**src/rtl/gpu_ram_arbiter_if.sv**
```systemverilog
// ---------------------------------------------------------------------------
// gpu_ram_arbiter_if : Z80, graphics-engine and RAM-port signal bundle.
// Rev 1.0
// ---------------------------------------------------------------------------
`default_nettype none

interface gpu_ram_arbiter_if #(
  parameter int ADDR_BITS = 20
);
  logic                 z80_wr_ena;
  logic                 z80_rd_req;
  logic [ADDR_BITS-1:0] z80_addr;
  logic [7:0]           z80_wdata;
  logic [7:0]           z80_rData;
  logic                 z80_rd_rdy;
  logic                 z80_overrun;

  logic                 gfx_req;
  logic                 gfx_wr;
  logic [ADDR_BITS-1:0] gfx_addr;
  logic [7:0]           gfx_wdata;
  logic                 gfx_ack;
  logic [7:0]           gfx_rData;
  logic                 gfx_rd_rdy;

  logic [ADDR_BITS-1:0] ram_addr;
  logic [7:0]           ram_wdata;
  logic                 ram_wena;
  logic                 ram_rd_req;
  logic [7:0]           ram_rdata;

  modport slave (
    input  z80_wr_ena, z80_rd_req, z80_addr, z80_wdata,
    output z80_rData, z80_rd_rdy, z80_overrun,
    input  gfx_req, gfx_wr, gfx_addr, gfx_wdata,
    output gfx_ack, gfx_rData, gfx_rd_rdy,
    output ram_addr, ram_wdata, ram_wena, ram_rd_req,
    input  ram_rdata
  );

  modport master (
    output z80_wr_ena, z80_rd_req, z80_addr, z80_wdata,
    input  z80_rData, z80_rd_rdy, z80_overrun,
    output gfx_req, gfx_wr, gfx_addr, gfx_wdata,
    input  gfx_ack, gfx_rData, gfx_rd_rdy,
    input  ram_addr, ram_wdata, ram_wena, ram_rd_req,
    output ram_rdata
  );
endinterface

`default_nettype wire

```
**src/rtl/gpu_ram_arbiter.sv**
```systemverilog
// ---------------------------------------------------------------------------
// gpu_ram_arbiter : shares the GPU RAM host port between the Z80 bridge and
// the graphics engine. Macro GPU_RAM_ARB_RR_EN selects round-robin. Rev 1.0
// ---------------------------------------------------------------------------
`default_nettype none

module gpu_ram_arbiter #(
  parameter int ADDR_BITS  = 20,
  parameter int RD_LATENCY = 2
) (
  input  logic             GPU_CLK,
  input  logic             reset,
  gpu_ram_arbiter_if.slave bus
);

  logic                  z80_pulse;
  logic                  z80_elig;
  logic                  gfx_elig;
  logic                  grant_z80;
  logic                  grant_gfx;
  logic                  pend_valid;
  logic                  pend_wr;
  logic [ADDR_BITS-1:0]  pend_addr;
  logic [7:0]            pend_wdata;
  logic                  pend_load;
  logic                  drop;
  logic                  cand_wr;
  logic [ADDR_BITS-1:0]  cand_addr;
  logic [7:0]            cand_wdata;
  logic                  issue_src;
  logic [RD_LATENCY-1:0] tag_valid;
  logic [RD_LATENCY-1:0] tag_src;
  logic [RD_LATENCY:0]   tag_valid_in;
  logic [RD_LATENCY:0]   tag_src_in;

  assign z80_pulse = bus.z80_wr_ena | bus.z80_rd_req;
  assign z80_elig  = pend_valid | z80_pulse;
  // Masking the ack cycle stops a still-held request being issued twice.
  assign gfx_elig  = bus.gfx_req & ~bus.gfx_ack;

`ifdef GPU_RAM_ARB_RR_EN
  logic last_z80;

  assign grant_z80 = z80_elig & (~gfx_elig | ~last_z80);

  always_ff @(posedge GPU_CLK) begin
    if (reset) begin
      last_z80 <= 1'b0;
    end else if (grant_z80) begin
      last_z80 <= 1'b1;
    end else if (grant_gfx) begin
      last_z80 <= 1'b0;
    end
  end
`else
  assign grant_z80 = z80_elig;
`endif

  assign grant_gfx = gfx_elig & ~grant_z80;

  always_comb begin
    cand_wr    = bus.z80_wr_ena;
    cand_addr  = bus.z80_addr;
    cand_wdata = bus.z80_wdata;
    if (pend_valid) begin
      cand_wr    = pend_wr;
      cand_addr  = pend_addr;
      cand_wdata = pend_wdata;
    end
  end

  // A pulse is held when it cannot bypass, or refills a slot being issued now.
  assign pend_load = z80_pulse & (pend_valid ? grant_z80 : ~grant_z80);
  assign drop      = z80_pulse & pend_valid & ~grant_z80;

  assign tag_valid_in = {tag_valid, bus.ram_rd_req};
  assign tag_src_in   = {tag_src, issue_src};

  always_ff @(posedge GPU_CLK) begin
    if (reset) begin
      pend_valid      <= 1'b0;
      pend_wr         <= 1'b0;
      pend_addr       <= '0;
      pend_wdata      <= '0;
      issue_src       <= 1'b0;
      tag_valid       <= '0;
      tag_src         <= '0;
      bus.ram_addr    <= '0;
      bus.ram_wdata   <= '0;
      bus.ram_wena    <= 1'b0;
      bus.ram_rd_req  <= 1'b0;
      bus.gfx_ack     <= 1'b0;
      bus.z80_rData   <= '0;
      bus.z80_rd_rdy  <= 1'b0;
      bus.z80_overrun <= 1'b0;
      bus.gfx_rData   <= '0;
      bus.gfx_rd_rdy  <= 1'b0;
    end else begin
      if (pend_load) begin
        pend_wr    <= bus.z80_wr_ena;
        pend_addr  <= bus.z80_addr;
        pend_wdata <= bus.z80_wdata;
      end
      pend_valid <= pend_load | (pend_valid & ~grant_z80);

      if (drop | (bus.z80_wr_ena & bus.z80_rd_req)) begin
        bus.z80_overrun <= 1'b1;
      end

      bus.ram_wena   <= 1'b0;
      bus.ram_rd_req <= 1'b0;
      bus.gfx_ack    <= 1'b0;
      if (grant_z80) begin
        bus.ram_addr   <= cand_addr;
        bus.ram_wdata  <= cand_wdata;
        bus.ram_wena   <= cand_wr;
        bus.ram_rd_req <= ~cand_wr;
        issue_src      <= 1'b0;
      end else if (grant_gfx) begin
        bus.ram_addr   <= bus.gfx_addr;
        bus.ram_wdata  <= bus.gfx_wdata;
        bus.ram_wena   <= bus.gfx_wr;
        bus.ram_rd_req <= ~bus.gfx_wr;
        bus.gfx_ack    <= 1'b1;
        issue_src      <= 1'b1;
      end

      // Last stage lines up with the cycle ram_rdata is valid.
      tag_valid <= tag_valid_in[RD_LATENCY-1:0];
      tag_src   <= tag_src_in[RD_LATENCY-1:0];

      bus.z80_rd_rdy <= 1'b0;
      bus.gfx_rd_rdy <= 1'b0;
      if (tag_valid[RD_LATENCY-1]) begin
        if (tag_src[RD_LATENCY-1]) begin
          bus.gfx_rData  <= bus.ram_rdata;
          bus.gfx_rd_rdy <= 1'b1;
        end else begin
          bus.z80_rData  <= bus.ram_rdata;
          bus.z80_rd_rdy <= 1'b1;
        end
      end
    end
  end

endmodule

`default_nettype wire

```
**src/flat_wrapper.sv**
```systemverilog
// flat-port wrapper written by rule: the top's interface ports become plain ports
module gpu_ram_arbiter_flat 
#(
  parameter int ADDR_BITS  = 20,
  parameter int RD_LATENCY = 2
)
  (GPU_CLK, reset, bus_z80_wr_ena, bus_z80_rd_req, bus_z80_addr, bus_z80_wdata, bus_z80_rData, bus_z80_rd_rdy, bus_z80_overrun, bus_gfx_req, bus_gfx_wr, bus_gfx_addr, bus_gfx_wdata, bus_gfx_ack, bus_gfx_rData, bus_gfx_rd_rdy, bus_ram_addr, bus_ram_wdata, bus_ram_wena, bus_ram_rd_req, bus_ram_rdata);
  gpu_ram_arbiter_if #(.ADDR_BITS(ADDR_BITS)) bus_i ();
  input  logic GPU_CLK;
  input  logic reset;
  input wire logic [$bits(bus_i.z80_wr_ena)-1:0] bus_z80_wr_ena;
  input wire logic [$bits(bus_i.z80_rd_req)-1:0] bus_z80_rd_req;
  input wire logic [$bits(bus_i.z80_addr)-1:0] bus_z80_addr;
  input wire logic [$bits(bus_i.z80_wdata)-1:0] bus_z80_wdata;
  output wire logic [$bits(bus_i.z80_rData)-1:0] bus_z80_rData;
  output wire logic [$bits(bus_i.z80_rd_rdy)-1:0] bus_z80_rd_rdy;
  output wire logic [$bits(bus_i.z80_overrun)-1:0] bus_z80_overrun;
  input wire logic [$bits(bus_i.gfx_req)-1:0] bus_gfx_req;
  input wire logic [$bits(bus_i.gfx_wr)-1:0] bus_gfx_wr;
  input wire logic [$bits(bus_i.gfx_addr)-1:0] bus_gfx_addr;
  input wire logic [$bits(bus_i.gfx_wdata)-1:0] bus_gfx_wdata;
  output wire logic [$bits(bus_i.gfx_ack)-1:0] bus_gfx_ack;
  output wire logic [$bits(bus_i.gfx_rData)-1:0] bus_gfx_rData;
  output wire logic [$bits(bus_i.gfx_rd_rdy)-1:0] bus_gfx_rd_rdy;
  output wire logic [$bits(bus_i.ram_addr)-1:0] bus_ram_addr;
  output wire logic [$bits(bus_i.ram_wdata)-1:0] bus_ram_wdata;
  output wire logic [$bits(bus_i.ram_wena)-1:0] bus_ram_wena;
  output wire logic [$bits(bus_i.ram_rd_req)-1:0] bus_ram_rd_req;
  input wire logic [$bits(bus_i.ram_rdata)-1:0] bus_ram_rdata;
  assign bus_i.z80_wr_ena = bus_z80_wr_ena;
  assign bus_i.z80_rd_req = bus_z80_rd_req;
  assign bus_i.z80_addr = bus_z80_addr;
  assign bus_i.z80_wdata = bus_z80_wdata;
  assign bus_z80_rData = bus_i.z80_rData;
  assign bus_z80_rd_rdy = bus_i.z80_rd_rdy;
  assign bus_z80_overrun = bus_i.z80_overrun;
  assign bus_i.gfx_req = bus_gfx_req;
  assign bus_i.gfx_wr = bus_gfx_wr;
  assign bus_i.gfx_addr = bus_gfx_addr;
  assign bus_i.gfx_wdata = bus_gfx_wdata;
  assign bus_gfx_ack = bus_i.gfx_ack;
  assign bus_gfx_rData = bus_i.gfx_rData;
  assign bus_gfx_rd_rdy = bus_i.gfx_rd_rdy;
  assign bus_ram_addr = bus_i.ram_addr;
  assign bus_ram_wdata = bus_i.ram_wdata;
  assign bus_ram_wena = bus_i.ram_wena;
  assign bus_ram_rd_req = bus_i.ram_rd_req;
  assign bus_i.ram_rdata = bus_ram_rdata;
  gpu_ram_arbiter #(.ADDR_BITS(ADDR_BITS), .RD_LATENCY(RD_LATENCY)) u_core (.GPU_CLK(GPU_CLK), .reset(reset), .bus(bus_i));
endmodule
```
**config.mk**
```make
export PLATFORM = sky130hd
export DESIGN_NAME = gpu_ram_arbiter_flat
export DESIGN_NICKNAME = d
export VERILOG_FILES = /design/src/rtl/gpu_ram_arbiter_if.sv /design/src/rtl/gpu_ram_arbiter.sv /design/src/flat_wrapper.sv
export SDC_FILE = /design/constraint.sdc
export NUM_CORES = 1
export LEC_CHECK = 0
export CORE_UTILIZATION = 35
export CTS_BUF_LIST = sky130_fd_sc_hd__clkbuf_4 sky130_fd_sc_hd__clkbuf_8
export DETAILED_ROUTE_END_ITERATION = 8
export PLACE_DENSITY = 0.71
export SETUP_SLACK_MARGIN = 0.15
export SYNTH_ARGS = -nofsm -noshare
export SYNTH_HDL_FRONTEND = slang
export SYNTH_SLANG_ARGS = --single-unit
```
**constraint.sdc**
```tcl
create_clock -name GPU_CLK -period 1.5 [get_ports GPU_CLK]
set_clock_uncertainty 0.05 [all_clocks]
set_input_delay 0.375 -clock GPU_CLK [delete_from_list [all_inputs] [get_ports GPU_CLK]]
set_output_delay 0.375 -clock GPU_CLK [all_outputs]
set_load 0.02 [all_outputs]
```
**Yosys cells after proc, flatten, opt, wreduce, memory -nomap -nowiden**

Cells that the tools add are included.
W data, S select, Z words.

- Register bits after elaboration: 85
- Bits of input ports: 70
- Output and inout port bits: 50
- Word-level logic and storage cells: 54

- Multiplexer cells: 15
- Bitwise logic cells: 17
- Reductions and logical operators: 5

Operators by type and width:

| cell | count |
|---|---|
| $mux W20 | 3 |
| $mux W8 | 3 |
| $mux W1 | 9 |
| $and A1 B1 Y1 | 7 |
| $not A1 Y1 | 6 |
| $or A1 B1 Y1 | 4 |
| $reduce_and A2 Y1 | 2 |
| $reduce_or A2 Y1 | 2 |
| $reduce_bool A2 Y1 | 1 |

**Longest topological paths before layout**

- Depth in word-level cells: 6
- Mapped depth: 6
- Mapped depth without buffers: 3

**Least setup slack after synthesis**

OpenSTA, ideal clock, no wires.

- Kind: input-to-reg
- Start point: input port bus_gfx_req
- End point: register u_core.bus.ram_addr[16]
- Data arrival time: 1099 ps
- Required time: 1316 ps
- Path slack: 217 ps
- Stages: 5
- Buffers on the path: 2
- Cell sequence: nor2b_1 buf_4 buf_2 mux2i_1 o22ai_1

- Word-level cells in the longest chain between the ends: 3

Ends and longest elaborated chain:

| item | line | RTL |
|---|---|---|
| start, declared | flat_wrapper.sv:18 | `input wire logic [$bits(bus_i.gfx_req)-1:0] bus_gfx_req;` |
| $and A1 B1 Y1 | gpu_ram_arbiter.sv:39 | `assign gfx_elig = bus.gfx_req & ~bus.gfx_ack;` |
| $and A1 B1 Y1 | gpu_ram_arbiter.sv:59 | `assign grant_gfx = gfx_elig & ~grant_z80;` |
| $reduce_bool A2 Y1 (no line) | n/a |  |
| end signal, assigned | gpu_ram_arbiter.sv:114 | `bus.ram_addr <= cand_addr;` |
| end signal, assigned | gpu_ram_arbiter.sv:120 | `bus.ram_addr <= bus.gfx_addr;` |
| end, declared | gpu_ram_arbiter_if.sv:37 | `output ram_addr, ram_wdata, ram_wena, ram_rd_req,` |

No other way between the ends.
A chain may end at the register's enable or synchronous reset.

**Worst setup path after layout**

- Start point: register u_core.bus.gfx_ack
- End point: register u_core.bus.ram_addr[0]

- Word-level cells in the longest chain between the ends: 4

Ends and longest elaborated chain:

| item | line | RTL |
|---|---|---|
| start, declared | gpu_ram_arbiter_if.sv:36 | `output gfx_ack, gfx_rData, gfx_rd_rdy,` |
| start signal, assigned | gpu_ram_arbiter.sv:92 | `bus.gfx_ack <= 1'b0;` |
| start signal, assigned | gpu_ram_arbiter.sv:112 | `bus.gfx_ack <= 1'b0;` |
| start signal, assigned | gpu_ram_arbiter.sv:124 | `bus.gfx_ack <= 1'b1;` |
| $not A1 Y1 | gpu_ram_arbiter.sv:39 |  |
| $and A1 B1 Y1 | gpu_ram_arbiter.sv:39 |  |
| $and A1 B1 Y1 | gpu_ram_arbiter.sv:59 |  |
| $reduce_bool A2 Y1 (no line) | n/a |  |

No other way between the ends.

==> flow_summary.toml <==
[outcome]
status = "complete, no violations"

[layout]
multi_input_area_mm2 = 0.00167
diodes = 0
post-route-util = 0.526
fin_nets = 587
drive_gt1_frac = 0.215
area_growth_pct = 45.0
ff_latch_area_mm2 = 0.00171
nFillCells = 945

[routing]
drt-pass1-iter-count = 4
postRouteAntennaNets = 0
vias_per_cell = 4.89
wirelength_um = 9430
drc = 0
num_vias = 3201
drt_iter0_markers = 110
wl_per_cell_um = 14.4

[critical_path]
cp-start-kind = "flip-flop"
critPathKind = "reg2reg"
reg2reg_slack_ns = 0.19
required_ns = 1.68
setup.worst_path.end_class = "flip-flop"
critPathMaxFanout = 4
worst_ep_arrival_time_ns = 1.49

[worst_hold_path]
hp-class = "in2reg"

[global_route]
track_usage = 0.181
antenna_found_initial = 0
grt_max_degree = 46
grt_pass1_vias = 3034
gr-total-overflow = 0
grt_pass1_wl_um = 14700

[timing]
setup_viol = 0
grt_setup_unrepaired = "true"
relSlewSlack = 0.778
hold_viol = 0
max_freq_mhz = 763
whs_ns = 0.329
finalCriticalPeriod_ns = 1.31
slew_viol_final = 0
worst_pin_slew_ns = 0.333
period_share = 0.874

[run]
cap_violations = 0

[floorplanning]
dieArea_mm2 = 0.0105
start_util = 0.363
ios = 120
die_w_um = 103
dieHeight_um = 103
rows = 36
coreArea_mm2 = 0.00977

[clock_network]
clk_path_buf_depth = 2
clk_latency_ns = 0.34
h-tree-depth = 3
root_buffer = "clkbuf_8"
cts_made_buffers = 9
clkSinkCount = 85
cts.clk_slew.worst_paths_ns = 0.08
cts_tree = "done"

[logic_synthesis]
ys.flop_type = "dfxtp_1"
syn_area_per_cell_um2 = 8.97
synth_area_mm2 = 0.00354
synth-edff-count = 0
syn_inst = 395
yosysWarnings = 0
async_reset_ff_frac = 0
yosysSeqAreaShare = 0.480
synth-seq-cells = 85
synth_fp_nets = 465
ys_types = 22

[power_and_ir_drop]
p_leak_nw = 2.08
power_density_mw_per_mm2 = 925
power.total_w = 0.00475
ir_drop_v = 0.000444

[placement]
place_congestion = 0.722
dpl.hpwl_um = 5940
portBuffers = 119
synthesized netlist by cell type, types with 2 or more instances:
| library cell | instances | area share |
|---|---|---|
| a21oi_1 | 47 | 0.066 |
| a22oi_1 | 20 | 0.042 |
| a22oi_2 | 9 | 0.032 |
| buf_1 | 2 | 0.0021 |
| buf_2 | 6 | 0.0085 |
| buf_4 | 10 | 0.021 |
| buf_6 | 6 | 0.019 |
| clkbuf_1 | 12 | 0.013 |
| dfxtp_1 | 85 | 0.48 |
| mux2i_1 | 29 | 0.082 |
| nand2_1 | 82 | 0.087 |
| nand3_1 | 9 | 0.013 |
| nor2_1 | 7 | 0.0074 |
| nor2b_1 | 35 | 0.062 |
| o21ai_1 | 2 | 0.0028 |
| o22ai_1 | 28 | 0.049 |
final cells by class:
cell class / count / area share
clock inverter: 5 / 0.0114
multi-input combinational: 274 / 0.324
timing repair buffer: 147 / 0.271
sequential: 85 / 0.332
clock buffer: 11 / 0.0294
tap: 133 / 0.0324
report_power, final:
part	switching, W	internal [W]
sequential	0.0000335	0.00232
clock	0.000803	0.000861
combinational	0.000332	0.000403
worst paths after layout:
kind                       from                       to  cells after the start
max          u_core.bus.gfx_ack   u_core.bus.ram_addr[0]                      4
min                       reset  u_core.bus.ram_wdata[2]                      2
max reg2reg  u_core.bus.gfx_ack   u_core.bus.ram_addr[0]                      4
min reg2reg   u_core.tag_src[0]        u_core.tag_src[1]                      1
placed cells by master (no fill, tap or decap), types with 3 or more instances in the layout:
cell	synthesis	final
a22oi_1	20	20
mux2i_1	29	29
a21oi_1	47	47
nor2_1	7	7
clkdlybuf4s50_1	0	65
clkbuf_8	0	11
buf_12	0	10
dlygate4sd2_1	0	3
o22ai_1	28	25
a22oi_2	9	9
buf_2	6	50
nand2_1	82	82
dfxtp_1	85	84
nor2b_1	35	34
o22ai_2	0	3
buf_6	6	4
nand3_1	9	9
buf_4	10	10
kinds of logic (layout without fill, tap and decap cells):
| logic type | after synthesis | count (layout) | share of synthesized area |
|---|---|---|---|
| buf+inv | 36 | 163 | 0.0635 |
| simple gates | 138 | 138 | 0.180 |
| mux | 29 | 29 | 0.0819 |
| compound gates | 107 | 107 | 0.195 |
| flops | 85 | 85 | 0.480 |
routing by layer:
layer,up-vias,track usage,wire [µm]
met3,7,0.0264,465
met2,96,0.315,4590
met1,1482,0.228,4260
met5,-,0,0
met4,0,0.0648,106
li1,1616,-,-
what timing repair did:
item                       in CTS  in global routing
gates cloned                    4                  1
pin swaps                       1                  2
buffers inserted                3                  4
gates resized for setup       207                 10
hold buffers                    0                  0
setup endpoints to repair      79                 28
critical path, cell delays in order, from the launching register on:
cell	delay [ns]
dfxtp_1	0.34
nor2b_4	0.21
bufbuf_16	0.31
mux2i_1	0.21
o22ai_1	0.09
stage by stage:
stage / instances / setup slack [ns] / area [µm²] / setup TNS, ns
floorplan: 395 / 0.217 / 3540 / 0
global placement: 627 / -0.233 / 4920 / -11.28
detailed placement: 627 / -0.293 / 4920 / -13.14
CTS: 650 / 0.151 / 5080 / 0
global route: 655 / 0.131 / 5140 / 0
finish: 655 / 0.190 / 5140 / 0
state kept, by name (all words and copies together), names as in the netlist:
name	cells
u_core.bus.gfx_ack	1
u_core.pend_valid	1
u_core.pend_wdata	8
u_core.bus.ram_addr	20
u_core.pend_addr	20
u_core.bus.gfx_rd_rdy	1
u_core.bus.z80_rd_rdy	1
u_core.bus.ram_rd_req	1
u_core.bus.z80_rData	8
u_core.pend_wr	1
u_core.issue_src	1
u_core.bus.gfx_rData	8
u_core.bus.ram_wdata	8
u_core.tag_valid	2
u_core.tag_src	2
u_core.bus.ram_wena	1
u_core.bus.z80_overrun	1
Power figures use the tool's default switching activity.
